===== src/rtl/multicycle_controller_pkg.sv =====
// Shared CPU types for the multicycle controller (the CPUType package):
// opcode/funct field types, their decoded constants and the controller
// state encoding. The JUMP state exists only when ASTRIO_JUMP_EN is defined.
package multicycle_controller_pkg;

  typedef logic [5:0] opcode_t;
  typedef logic [5:0] funct_t;

  localparam opcode_t OP_RTYPE = 6'h00;
  localparam opcode_t OP_J     = 6'h02;
  localparam opcode_t OP_BEQ   = 6'h04;
  localparam opcode_t OP_BNE   = 6'h05;
  localparam opcode_t OP_ADDI  = 6'h08;
  localparam opcode_t OP_SLTI  = 6'h0A;
  localparam opcode_t OP_ANDI  = 6'h0C;
  localparam opcode_t OP_ORI   = 6'h0D;
  localparam opcode_t OP_LW    = 6'h23;
  localparam opcode_t OP_SW    = 6'h2B;

  localparam funct_t FN_SLL = 6'h00;
  localparam funct_t FN_SRL = 6'h02;
  localparam funct_t FN_ADD = 6'h20;
  localparam funct_t FN_SUB = 6'h22;
  localparam funct_t FN_AND = 6'h24;
  localparam funct_t FN_OR  = 6'h25;
  localparam funct_t FN_SLT = 6'h2A;

  // Fixed encodings so the debug state output means the same in every build.
  typedef enum logic [3:0] {
    FETCH    = 4'd0,
    DECODE   = 4'd1,
    EXEC_R   = 4'd2,
    EXEC_I   = 4'd3,
    MEM_ADDR = 4'd4,
    MEM_RD   = 4'd5,
    MEM_WR   = 4'd6,
    WB_R     = 4'd7,
    WB_I     = 4'd8,
    WB_MEM   = 4'd9,
    BRANCH   = 4'd10,
`ifdef ASTRIO_JUMP_EN
    JUMP     = 4'd11,
`endif
    TRAP     = 4'd12
  } ctrl_state_t;

  // R-type function codes the ALU supports; anything else is illegal.
  function automatic logic is_rtype_funct(input funct_t f);
    case (f)
      FN_ADD, FN_SUB, FN_AND, FN_OR, FN_SLL, FN_SRL, FN_SLT: return 1'b1;
      default: return 1'b0;
    endcase
  endfunction

  // Immediate-operand ALU instructions.
  function automatic logic is_alu_imm(input opcode_t op);
    return (op == OP_ADDI) || (op == OP_ANDI) || (op == OP_ORI) || (op == OP_SLTI);
  endfunction

endpackage


===== src/rtl/mem_wait_timer.sv =====
// Counts memory wait cycles of the current access. expired is high while
// the count equals limit; the caller decides whether that is a bus error
// (a ready in the same cycle still wins).
module mem_wait_timer (
  input  logic       clk,
  input  logic       rst,
  input  logic       clear,
  input  logic       count,
  input  logic [7:0] limit,
  output logic       expired
);

  logic [7:0] wait_cnt;

  // Clear between accesses, count stalled cycles, saturate rather than wrap.
  always_ff @(posedge clk or posedge rst) begin
    if (rst) begin
      wait_cnt <= 8'd0;
    end else if (clear) begin
      wait_cnt <= 8'd0;
    end else if (count && (wait_cnt != 8'hFF)) begin
      wait_cnt <= wait_cnt + 8'd1;
    end
  end

  assign expired = (wait_cnt == limit);

endmodule


===== src/rtl/multicycle_controller.sv =====
// Multicycle CPU control FSM. Moore outputs decode from the state register;
// pc_write and ir_write additionally follow mem_ready/zero where the
// transfer completes. Define ASTRIO_JUMP_EN to add the JUMP state for
// opcode 0x02; without it that opcode traps as illegal.
//
// Memory handshake: mem_req is held high for the whole access; the access
// completes in the cycle mem_ready is sampled high while mem_req is high.
// A stall that reaches MAX_WAIT wait cycles with no ready ends in TRAP with
// bus_err set.
module multicycle_controller
  import multicycle_controller_pkg::*;
#(
  parameter int MAX_WAIT = 15
) (
  input  logic        clk,
  input  logic        rst,
  input  opcode_t     opcode,
  input  funct_t      funct,
  input  logic        zero,
  input  logic        mem_ready,
  output ctrl_state_t state,
  output logic        mem_req,
  output logic        mem_we,
  output logic        iord,
  output logic        ir_write,
  output logic        pc_write,
  output logic        reg_write,
  output logic        reg_dst,
  output logic        mem_to_reg,
  output logic        alu_src_a,
  output logic [1:0]  alu_src_b,
  output logic [1:0]  pc_src,
  output logic        alu_decode,
  output logic        bus_err,
  output logic        illegal
);

  logic in_access;
  logic expired;
  logic timeout;

  assign in_access = (state == FETCH) || (state == MEM_RD) || (state == MEM_WR);
  // Counter sits at zero outside accesses, so every access starts from zero.
  assign timeout   = expired && !mem_ready;

  mem_wait_timer u_wait (
    .clk     (clk),
    .rst     (rst),
    .clear   (!in_access || mem_ready),
    .count   (in_access && !mem_ready),
    .limit   (8'(MAX_WAIT)),
    .expired (expired)
  );

  // State register plus sticky fault flags.
  always_ff @(posedge clk or posedge rst) begin
    if (rst) begin
      state   <= FETCH;
      bus_err <= 1'b0;
      illegal <= 1'b0;
    end else begin
      case (state)
        FETCH: begin
          if (mem_ready) begin
            state <= DECODE;
          end else if (timeout) begin
            state   <= TRAP;
            bus_err <= 1'b1;
          end
        end
        DECODE: begin
          if ((opcode == OP_RTYPE) && is_rtype_funct(funct)) begin
            state <= EXEC_R;
          end else if (is_alu_imm(opcode)) begin
            state <= EXEC_I;
          end else if ((opcode == OP_LW) || (opcode == OP_SW)) begin
            state <= MEM_ADDR;
          end else if ((opcode == OP_BEQ) || (opcode == OP_BNE)) begin
            state <= BRANCH;
`ifdef ASTRIO_JUMP_EN
          end else if (opcode == OP_J) begin
            state <= JUMP;
`endif
          end else begin
            state   <= TRAP;
            illegal <= 1'b1;
          end
        end
        EXEC_R:   state <= WB_R;
        EXEC_I:   state <= WB_I;
        MEM_ADDR: state <= (opcode == OP_SW) ? MEM_WR : MEM_RD;
        MEM_RD: begin
          if (mem_ready) begin
            state <= WB_MEM;
          end else if (timeout) begin
            state   <= TRAP;
            bus_err <= 1'b1;
          end
        end
        MEM_WR: begin
          if (mem_ready) begin
            state <= FETCH;
          end else if (timeout) begin
            state   <= TRAP;
            bus_err <= 1'b1;
          end
        end
        WB_R, WB_I, WB_MEM, BRANCH: state <= FETCH;
`ifdef ASTRIO_JUMP_EN
        JUMP:     state <= FETCH;
`endif
        TRAP:     state <= TRAP;
        default:  state <= TRAP;
      endcase
    end
  end

  // Per-state datapath controls; strobes are forced low while in reset.
  always_comb begin
    mem_req    = 1'b0;
    mem_we     = 1'b0;
    iord       = 1'b0;
    ir_write   = 1'b0;
    pc_write   = 1'b0;
    reg_write  = 1'b0;
    reg_dst    = 1'b0;
    mem_to_reg = 1'b0;
    alu_src_a  = 1'b0;
    alu_src_b  = 2'd0;
    pc_src     = 2'd0;
    alu_decode = 1'b0;
    case (state)
      FETCH: begin
        mem_req   = 1'b1;
        alu_src_b = 2'd1;
        ir_write  = mem_ready;
        pc_write  = mem_ready;
      end
      DECODE:   alu_src_b = 2'd3;
      EXEC_R: begin
        alu_src_a  = 1'b1;
        alu_decode = 1'b1;
      end
      EXEC_I: begin
        alu_src_a  = 1'b1;
        alu_src_b  = 2'd2;
        alu_decode = 1'b1;
      end
      MEM_ADDR: begin
        alu_src_a = 1'b1;
        alu_src_b = 2'd2;
      end
      MEM_RD: begin
        mem_req = 1'b1;
        iord    = 1'b1;
      end
      MEM_WR: begin
        mem_req = 1'b1;
        iord    = 1'b1;
        mem_we  = 1'b1;
      end
      WB_R: begin
        reg_write = 1'b1;
        reg_dst   = 1'b1;
      end
      WB_I:     reg_write = 1'b1;
      WB_MEM: begin
        reg_write  = 1'b1;
        mem_to_reg = 1'b1;
      end
      BRANCH: begin
        alu_src_a  = 1'b1;
        alu_decode = 1'b1;
        pc_src     = 2'd1;
        pc_write   = (opcode == OP_BNE) ? !zero : zero;
      end
`ifdef ASTRIO_JUMP_EN
      JUMP: begin
        pc_src   = 2'd2;
        pc_write = 1'b1;
      end
`endif
      default: ;
    endcase
    if (rst) begin
      mem_req   = 1'b0;
      mem_we    = 1'b0;
      ir_write  = 1'b0;
      pc_write  = 1'b0;
      reg_write = 1'b0;
    end
  end

endmodule


===== config.mk =====
export PLATFORM = sky130hd
export DESIGN_NAME = multicycle_controller
export DESIGN_NICKNAME = d
export VERILOG_FILES = /design/src/rtl/multicycle_controller_pkg.sv /design/src/rtl/mem_wait_timer.sv /design/src/rtl/multicycle_controller.sv
export SDC_FILE = /design/constraint.sdc
export NUM_CORES = 1
export LEC_CHECK = 0
export BUFFER_PORTS_ARGS = -buffer_cell sky130_fd_sc_hd__buf_2
export CAP_MARGIN = 30
export CORE_MARGIN = 2
export CORE_UTILIZATION = 30
export CTS_BUF_LIST = sky130_fd_sc_hd__clkbuf_4 sky130_fd_sc_hd__clkbuf_8 sky130_fd_sc_hd__clkbuf_16
export CTS_CLUSTER_SIZE = 10
export DETAILED_ROUTE_END_ITERATION = 7
export GPL_ROUTABILITY_DRIVEN = 0
export SYNTH_ARGS = -nofsm -noshare
export SYNTH_HDL_FRONTEND = slang
export SYNTH_HIERARCHICAL = 1
export SYNTH_SLANG_ARGS = --single-unit

===== constraint.sdc =====
create_clock -name clk -period 2.5 [get_ports clk]
set_clock_uncertainty 0.2 [all_clocks]
set_input_delay 0.125 -clock clk [delete_from_list [all_inputs] [get_ports clk]]
set_output_delay 0.125 -clock clk [all_outputs]
set_load 0.1 [all_outputs]

=== Word level (Yosys, flattened, before mapping) ===
Cells that the tools add are included.

* Mux-type cells: 32
* Add/sub/neg operators: 1
* Bitwise operators: 5
* Equality and inequality tests: 26
* Reductions and logical operators: 29

{| class="wikitable"
|+ Operators with widths
! operator !! number
|-
| $eq A6 B6 Y1 const B || 7
|-
| $pmux W4 S8 || 1
|-
| $mux W4 || 7
|-
| $eq A6 B4 Y1 const B || 4
|-
| $mux W1 || 18
|-
| $eq A4 B3 Y1 const B || 4
|-
| $mux W8 || 2
|-
| $eq A4 B4 Y1 const B || 3
|-
| $eq A6 B3 Y1 const B || 2
|-
| $logic_not A6 Y1 || 2
|-
| $reduce_or A3 Y1 || 3
|-
| $add A8 B1 Y8 const B || 1
|-
| $eq A4 B2 Y1 const B || 2
|-
| $eq A8 B4 Y1 const B || 1
|-
| $logic_or A1 B1 Y1 || 8
|-
| $ne A8 B8 Y1 const B || 1
|-
| $reduce_or A4 Y1 || 2
|-
| $reduce_or A7 Y1 || 1
|-
| $eq A6 B2 Y1 const B || 1
|-
| $pmux W2 S3 || 1
|-
| $not A1 Y1 || 5
|-
| $reduce_and A5 Y1 || 1
|-
| $eq A4 B1 Y1 const B || 1
|-
| $logic_and A1 B1 Y1 || 4
|-
| 8 further kinds || 11
|}

* Logic and storage cells: 97
* Flip-flop bits (word level): 14
* Output and inout port bits: 20
* Input bits: 16

=== Logic depth before layout (Yosys ltp) ===
Gate-level depths: netlist (run 1).

* Depth after elaboration: 7
* Depth in mapped cells: 7
* Mapped depth without buffers: 7

=== Cells and area by module ===
Netlist (run 1), hierarchy kept.

{| class="wikitable"
|+ By module, submodules not included
! module !! cells an instance !! area each (um^2) !! sequential area each (um^2) !! instances
|-
| multicycle_controller || 104 || 797.0 || 150.1 || 1
|-
| mem_wait_timer || 55 || 525.5 || 200.2 || 1
|}

=== Worst setup path after synthesis (run 1) ===
Ideal clock, no wire load.

* Kind: register to output
* Start point: register state[1]
* End point: output mem_we
* Required time: 2175 ps
* Arrival: 4405 ps
* Slack: -2230 ps
* Buffers on the path: 0
* Stages on the path, launching flop included: 3
* Cells stage by stage: dfrtp_1 -> and2_2 -> nor4b_1

* Longest elaborated chain between the ends: 3

{| class="wikitable"
|+ RTL lines
! element !! line !! RTL
|-
| from (decl) || multicycle_controller.sv:21 || <nowiki>output ctrl_state_t state,</nowiki>
|-
| from (signal assigned) || multicycle_controller.sv:91 || <nowiki>MEM_ADDR: state <= (opcode == OP_SW) ? MEM_WR : MEM_RD;</nowiki>
|-
| $eq A4 B3 Y1 || multicycle_controller.sv:132 || <nowiki>case (state)</nowiki>
|-
| $mux W1 || multicycle_controller.sv:132 ||
|-
| $mux W1 || multicycle_controller.sv:185 || <nowiki>if (rst) begin</nowiki>
|-
| to (decl) || multicycle_controller.sv:23 || <nowiki>output logic mem_we,</nowiki>
|}

Every way passes these cells.

=== Worst setup path after layout (run 1) ===
* Start point: register state[1]
* End point: register u_wait.wait_cnt[7]

* Longest elaborated chain between the ends: 6
* Elaborated cells on any way between the ends: 11
* Those cells by class: 2 x eq/ne; 1 x mux; 8 x reduce/logical

{| class="wikitable"
|+ RTL lines
! element !! line !! RTL
|-
| $eq A4 B3 Y1 / $logic_not A4 Y1 (equally long branches) || multicycle_controller.sv:42 || <nowiki>assign in_access = (state == FETCH) || (state == MEM_RD) || (state == MEM_WR);</nowiki>
|-
| $logic_or A1 B1 Y1 || multicycle_controller.sv:42 ||
|-
| $logic_or A1 B1 Y1 * || multicycle_controller.sv:42 ||
|-
| $logic_not A1 Y1 / $logic_and A1 B1 Y1 (equally long branches) || multicycle_controller.sv:49, multicycle_controller.sv:50 ||
|-
| $logic_or A1 B1 Y1 / $logic_and A1 B1 Y1 (equally long branches) || multicycle_controller.sv:49, mem_wait_timer.sv:21 ||
|-
| $mux W8 / $reduce_bool A2 Y1 (equally long branches) || -- ||
|-
| to (signal assigned) || mem_wait_timer.sv:22 || <nowiki>wait_cnt <= wait_cnt + 8'd1;</nowiki>
|-
| to (decl) || mem_wait_timer.sv:13 || <nowiki>logic [7:0] wait_cnt;</nowiki>
|}

Every way passes the cells marked *; elsewhere a longest branch is shown, timed or not.
A chain may end at the register's enable or synchronous reset.

==> results of run 1 <==
cell type report:
type | instances | share of cell area, %
tap | 52 | 3.70
sequential | 14 | 20.7
inverter | 5 | 1.07
clock buffer | 4 | 3.13
timing repair buffer | 42 | 14.1
multi-input combinational | 139 | 57.3
what timing repair did:
item,in CTS,in global routing
buffers inserted,0,0
hold buffers,1,0
hold endpoints to repair,14,0
cells in the mapped netlist, drive strengths merged, types with 2 or more instances:
cell type	instances
a211oi	3
a21boi	3
a21o	3
a21oi	8
a22oi	2
a31o	2
a31oi	3
and2	3
and3	2
and4	2
buf	7
conb	2
dfrtp	14
inv	5
nand2	6
nand2b	8
nand3	5
nand4	4
nor2	14
nor2b	7
nor3	8
nor3b	4
nor4	2
o211ai	2
o21ai	10
or3	2
xnor2	10
worst max-delay path, stage by stage (launching register included):
cell and delay (ps):
dfrtp_4 500, nor2b_2 170, or3_4 340, a21o_1 190, nor2_2 190, nand4_2 100
or4_1 470, a21oi_1 150
cells by family (layout without fill, tap and decap cells):
group | after synthesis | after routing | share of synthesized area (%)
flops | 14 | 14 | 26.5
simple gates | 72 | 72 | 33.9
fa+ha+maj | 1 | 1 | 0.946
compound gates | 45 | 45 | 24.8
mux | 2 | 2 | 1.61
xor+xnor | 10 | 10 | 6.62
buf+inv | 13 | 51 | 5.11
other cells | 2 | 9 | 0.568
power breakdown:
group          internal, µW  switching (µW)
Clock                   140            82.9
Combinational           360            1020
Sequential              271            70.0
Total                   770            1170
stage by stage:
stage / area, µm² / total power, µW / worst slack (ps) / std cells / util, %
after floorplan: 1450 / 1510 / -331 / 166 / -
after global placement: 1690 / 1710 / 153 / 251 / 39.4
after detailed placement: 1690 / 1720 / 128 / 251 / 39.4
after CTS: 1760 / 1960 / 107 / 256 / 40.9
after global routing: 1760 / 2040 / 0.326 / 256 / 40.9
final: 1760 / 1940 / 111 / 256 / 40.9
registers in the layout, summed over array words and instances (netlist names):
name	count
illegal	1
bus_err	1
state	4
u_wait/wait_cnt	8
worst paths after layout:
| path | to | depth (start not counted) |
|---|---|---|
| max | u_wait/wait_cnt[7] | 7 |
| min | state[2] | 3 |
| max reg2reg | u_wait/wait_cnt[7] | 7 |
| min reg2reg | bus_err | 1 |
| max in group asynchronous | state[0] | 4 |
| min in group asynchronous | state[2] | 3 |
layer usage:
metal / global-route usage (%) / vias to the layer above / share of wire [%]
met3: 2.02 / 4 / 3.9
met5: 0 / - / 0
met2: 22.7 / 29 / 46
met1: 19.9 / 614 / 49
li1: - / 672 / -
met4: 5.13 / 0 / 1.5
==> metrics.md, run 1 <==
| Metric | Value |
|---|---|
| # IOs | 36 |
| Layout cell share with drive strength beyond 1 | between 30% and 40% |
| Dominant cells by area after synthesis | dfrtp_1 (26%), xnor2_1 (6.6%), nor2_1 (4.0%) |
| Detail Placement HPWL | around 2.6 mm |
| Initial core utilization | 30.8% |
| IO buf count | 34 |
| Die W | 70.4 µm |
| First drt pass iteration count | 4 |
| Total track usage | ~14% |
| HP Start | opcode[5] |
| Vias per cell | slightly above 5 |
| CP startpoint | state[1] |
| Post-synth ARST share | 100% |
| ANT cells | 0 |
| Hold Path Class | in -> reg |
| Highest-count cells in the layout ignoring fill and taps | buf_2 (33), nor2_1 (10), xnor2_1 (10), dfrtp_1 (10), conb_1 (9) |
| Worst path required time | roughly 2500 ps |
| Leakage | 0.000734 µW |
| Min cycle time layout | about 2400 ps |
| Grt total ovfl | 0 |
| TritonCTS clock tree | yes |
| Outcome | complete, no violations |
| Power per Cell Area | around 1100 nW/µm² |
| Largest area contributor in the netlist | dfrtp_1 |
| Root Buffer Master | clkbuf_8 |
| Main synth FF type | dfrtp_1 |
| Cts repair resizes | 0 |
| FILL cells | 452 |
| Wirelength per Cell | between 10 and 15 µm |
| Yosys cell types | 60 |
| Final Hold Viols | 0 |
| R2r setup slk | 110 ps |
| Unrepaired setup endpoints after global routing | false |
| CORE AREA | 4290 µm² |
| Synth-to-Final Area Change | 32.8% |
| Vias in the first global route | ~1300 |
| Critical path arrival | 2360 ps |
| Max VDD drop | 0.520 mV |
| Flops & latches, synth | 14 |
| Area fraction of the dominant cell type after synthesis | 26.5% |
| Setup TNS | 0 ps |
| Clk_lat worst skew | 250 ps |
| Antenna violations before repair | 0 |
| Routed Antenna Nets | 0 |
| Commonest non-fill, non-tap cell in the layout | buf_2 |
| Num CTS Buffers | 3 |
| Hold_ws | ~37 ps |
| Net count, final | between 200 and 250 |
| DIE AREA | 4960 µm² |
| Clock tree sinks | 14 |
| Seq/Total Area, Yosys | 26.5% |
| Clk buf depth | 2 |
| DRT iter0 DRCs | 58 |
| Slew Limit Fails | 0 |
| Element type at the critical path end | flip-flop |
| DRC | 0 |
| Number of enable flip-flop cells after synthesis | 0 |
| Area of the multi-input gates | 1010 µm² |
| Cells after synthesis | 159 |
| Max Cap Viol | 0 |
| Seq. cell area | 363 µm² |
| Row Count | 24 |
| Launch point of the worst reg-to-reg path | state[1] |
| Post-Syn Area | approximately 1300 µm² |
| Crit Path Max Fanout | 5 |
| CP Launch Type | flip-flop |
| Htree depth | 1 |
| Max Clk Rate | around 0.42 GHz |
| Worst-path clk slew | 60 ps |
| Final WL | 3.35 mm |
| Synthesized area per cell | 8.32 µm² |
| Via count | 1319 |
| Height of the die | about 70 µm |
| Largest net degree at the start of global routing | 21 |
| First-pass GRT wire length | slightly below 6 mm |
| Worst setup path class | reg -> reg |
| # setup viols final | 0 |
| Synth warn | 6 |
| Final Cycle Share | 95.6% |
(Power assumes the default switching activity.)
==> run 2: changes to the inputs <==
Settings changed: SYNTH_HIERARCHICAL 1 to not set.
==> metrics.md, run 2 <==
| Metric | Value |
|---|---|
| Outcome | complete, no violations |
| Final setup margin | between 200 and 300 ps |
| HP Start | opcode[2] |
| Crit path to | pc_write |
| # IOs | 36 |
| Die W | 66.6 µm |
| Wirelength per Cell | 13.1 µm |
| Routed Antenna Nets | 0 |
| Commonest non-fill, non-tap cell in the layout | buf_2 |
| Worst Path Buf+Inv | 1 |
| Flops & latches, synth | 14 |
| Area fraction of the dominant cell type after synthesis | 29.8% |
| Post-CTS setup repair buffer count | 0 |
| Htree depth | 1 |
| Most frequent cells after synthesis | nor2_1 (19), dfrtp_1 (14), nand2_1 (11) |
| First-pass GRT wire length | 5.24 mm |
| # setup viols final | 0 |
| Slew Limit Fails | 0 |
| CORE AREA | ~3700 µm² |
| Grt total ovfl | 0 |
| IO buf count | 34 |
| Clk_lat worst skew | 250 ps |
| Regs by FF count | u_wait.wait_cnt: 8 flops, state: 4 flops |
| Yosys cell types | 46 |
| TritonCTS clock tree | yes |
| R2r setup slk | 610 ps |
| Post-Place Worst Slack | 540 ps |
| Main synth FF type | dfrtp_1 |
| Net count, final | 202 |
| ANT cells | 0 |
| Hold Path Class | in -> reg |
| Height of the die | 66.6 µm |
| Worst path max stage delay | approximately 580 ps |
| Power, Total | 506 µW |
| Delay-heaviest family, CP | flip-flops |
| Antenna violations before repair | 0 |
| Leakage | 0.000668 µW |
| Dominant cells by area after synthesis | dfrtp_1 (30%), nor2_1 (6.1%), and3_1 (4.8%) |
| CP startpoint | state[0] |
| Crit-path cells | nand2b_1 > nor3_1 > a21o_4 > buf_2 |
| Max Cap Viol | 0 |
| Count leader, synth | nor2_1 |
| Synth-to-Final Area Change | 28.9% |
| Root Buffer Master | clkbuf_8 |
| Total track usage | 15.0% |
| Crit Path Max Fanout | 21 |
| DIE AREA | 4440 µm² |
| Worst path required time | 2170 ps |
| Post-synth ARST share | 100% |
| Initial core utilization | approximately a third |
| Via count | 1200 |
| WP depth | 4 |
| Number of enable flip-flop cells after synthesis | 0 |
| Clock tree sinks | 14 |
| Element type at the critical path end | output port |
| Cells on worst reg2reg path | 4 |
| Largest net degree at the start of global routing | 22 |
| Slowest-stage cell, CP | dfrtp_4 |
| Syn nets | 168 |
| Worst-path clk slew | 70 ps |
| FILL cells | 400 |
| Min cycle time layout | between 2000 and 2500 ps |
| Final Cycle Share | around nine tenths |
| Synth warn | 0 |
| First drt pass iteration count | 4 |
| Vias per cell | roughly 5.2 |
| Row Count | 22 |
| Detail Placement HPWL | 2.24 mm |
| Seq/Total Area, Yosys | 29.8% |
| Power per Cell Area | 333 nW/µm² |
| CP Launch Type | flip-flop |
| Final WL | 3.05 mm |
| Final Hold Viols | 0 |
| Synthesized area per cell | 7.80 µm² |
| Max reg flops | 8 |
| Layout cell share with drive strength beyond 1 | 34.2% |
| Critical path arrival | 1920 ps |
| Worst setup path class | reg -> out |
| Max Clk Rate | 0.445 GHz |
| Launch point of the worst reg-to-reg path | state[1] |
| R2R Path End | illegal |
| Clk buf depth | 2 |
| Max VDD drop | 0.257 mV |
| Highest-count cells in the layout ignoring fill and taps | buf_2 (34), nor2_1 (16), nand2_1 (11), dfrtp_1 (10) |
| Setup TNS | 0 ps |
| Post-Syn Area | about 1200 µm² |
| Largest area contributor in the netlist | dfrtp_1 |
| DRT iter0 DRCs | 109 |
| Vias in the first global route | 1145 |
| Num CTS Buffers | 3 |
| Unrepaired setup endpoints after global routing | false |
| Cells after synthesis | 151 |
| Biggest register | u_wait.wait_cnt |
| DRC | 0 |
==> run 2: how the worst min path moves through the flow <==
| stage | to | slack, ps | cells after the start |
|---|---|---|---|
| 3_5_place_dp | state[3] | 50 | 3 |
| 5_1_grt | state[0] | 120 | 3 |
| 3_3_place_gp | state[0] | 40 | 3 |
| 2_1_floorplan | bus_err | -160 | 1 |
| 6_report | illegal | 100 | 4 |
| 4_1_cts | illegal | 90 | 4 |
==> run 2: layout make-up <==
cell class                 instances  area, µm²  area share, %
clock buffer                       4       55.1           3.63
inverter                           7       26.3           1.73
multi-input combinational        123        823           54.2
sequential                        14        365           24.1
tap                               48       60.1           3.96
timing repair buffer              36        188           12.4
==> run 2: what timing repair did <==
action	4_1_cts	5_1_grt
hold endpoints to repair	14	0
hold buffers	1	0
gates resized for setup	0	0
==> run 2: cells by family (layout without fill, tap and decap cells) <==
| logic type | after synthesis | count (layout) | share of synthesized area [%] |
|---|---|---|---|
| AO/OA/AOI/OAI | 32 | 32 | 19.7 |
| XOR/XNOR | 4 | 4 | 2.98 |
| adder cells (fa/ha/maj) | 1 | 1 | 1.06 |
| buffers and inverters | 14 | 47 | 5.42 |
| flip-flops | 14 | 14 | 29.8 |
| multiplexers | 4 | 4 | 3.51 |
| other | 1 | 1 | 0.319 |
| AND/OR/NAND/NOR | 81 | 81 | 37.3 |
==> run 2: metrics by stage <==
stage          cell area [µm²]  hold WS (ps)  instances  utilization (%)
2_1_floorplan             1270          -165        151                -
3_3_place_gp              1450          42.4        227             39.1
3_5_place_dp              1450          45.9        227             39.1
4_1_cts                   1520          85.6        232             40.8
5_1_grt                   1520           119        232             40.8
6_report                  1520          98.7        232             40.8
==> run 2: routing by layer <==
layer | track usage, % | vias to the layer above | part of all wire (%)
met4 | 2.30 | 0 | 0
met5 | 0 | - | 0
li1 | - | 611 | -
met2 | 23.8 | 34 | 43
met1 | 21.5 | 555 | 51
met3 | 3.04 | 0 | 5.3
==> run 2: worst min-delay path: stages <==
cell     delay [ps]
buf_2           150
inv_1            70
nor2_1          100
o31ai_1          70
==> run 2: power breakdown <==
part / internal (µW) / switching (µW) / leakage, µW
Combinational: 18.4 / 34.5 / 0.000463
Sequential: 227 / 0 / 0.000176
Clock: 140 / 86.6 / 0.0000288
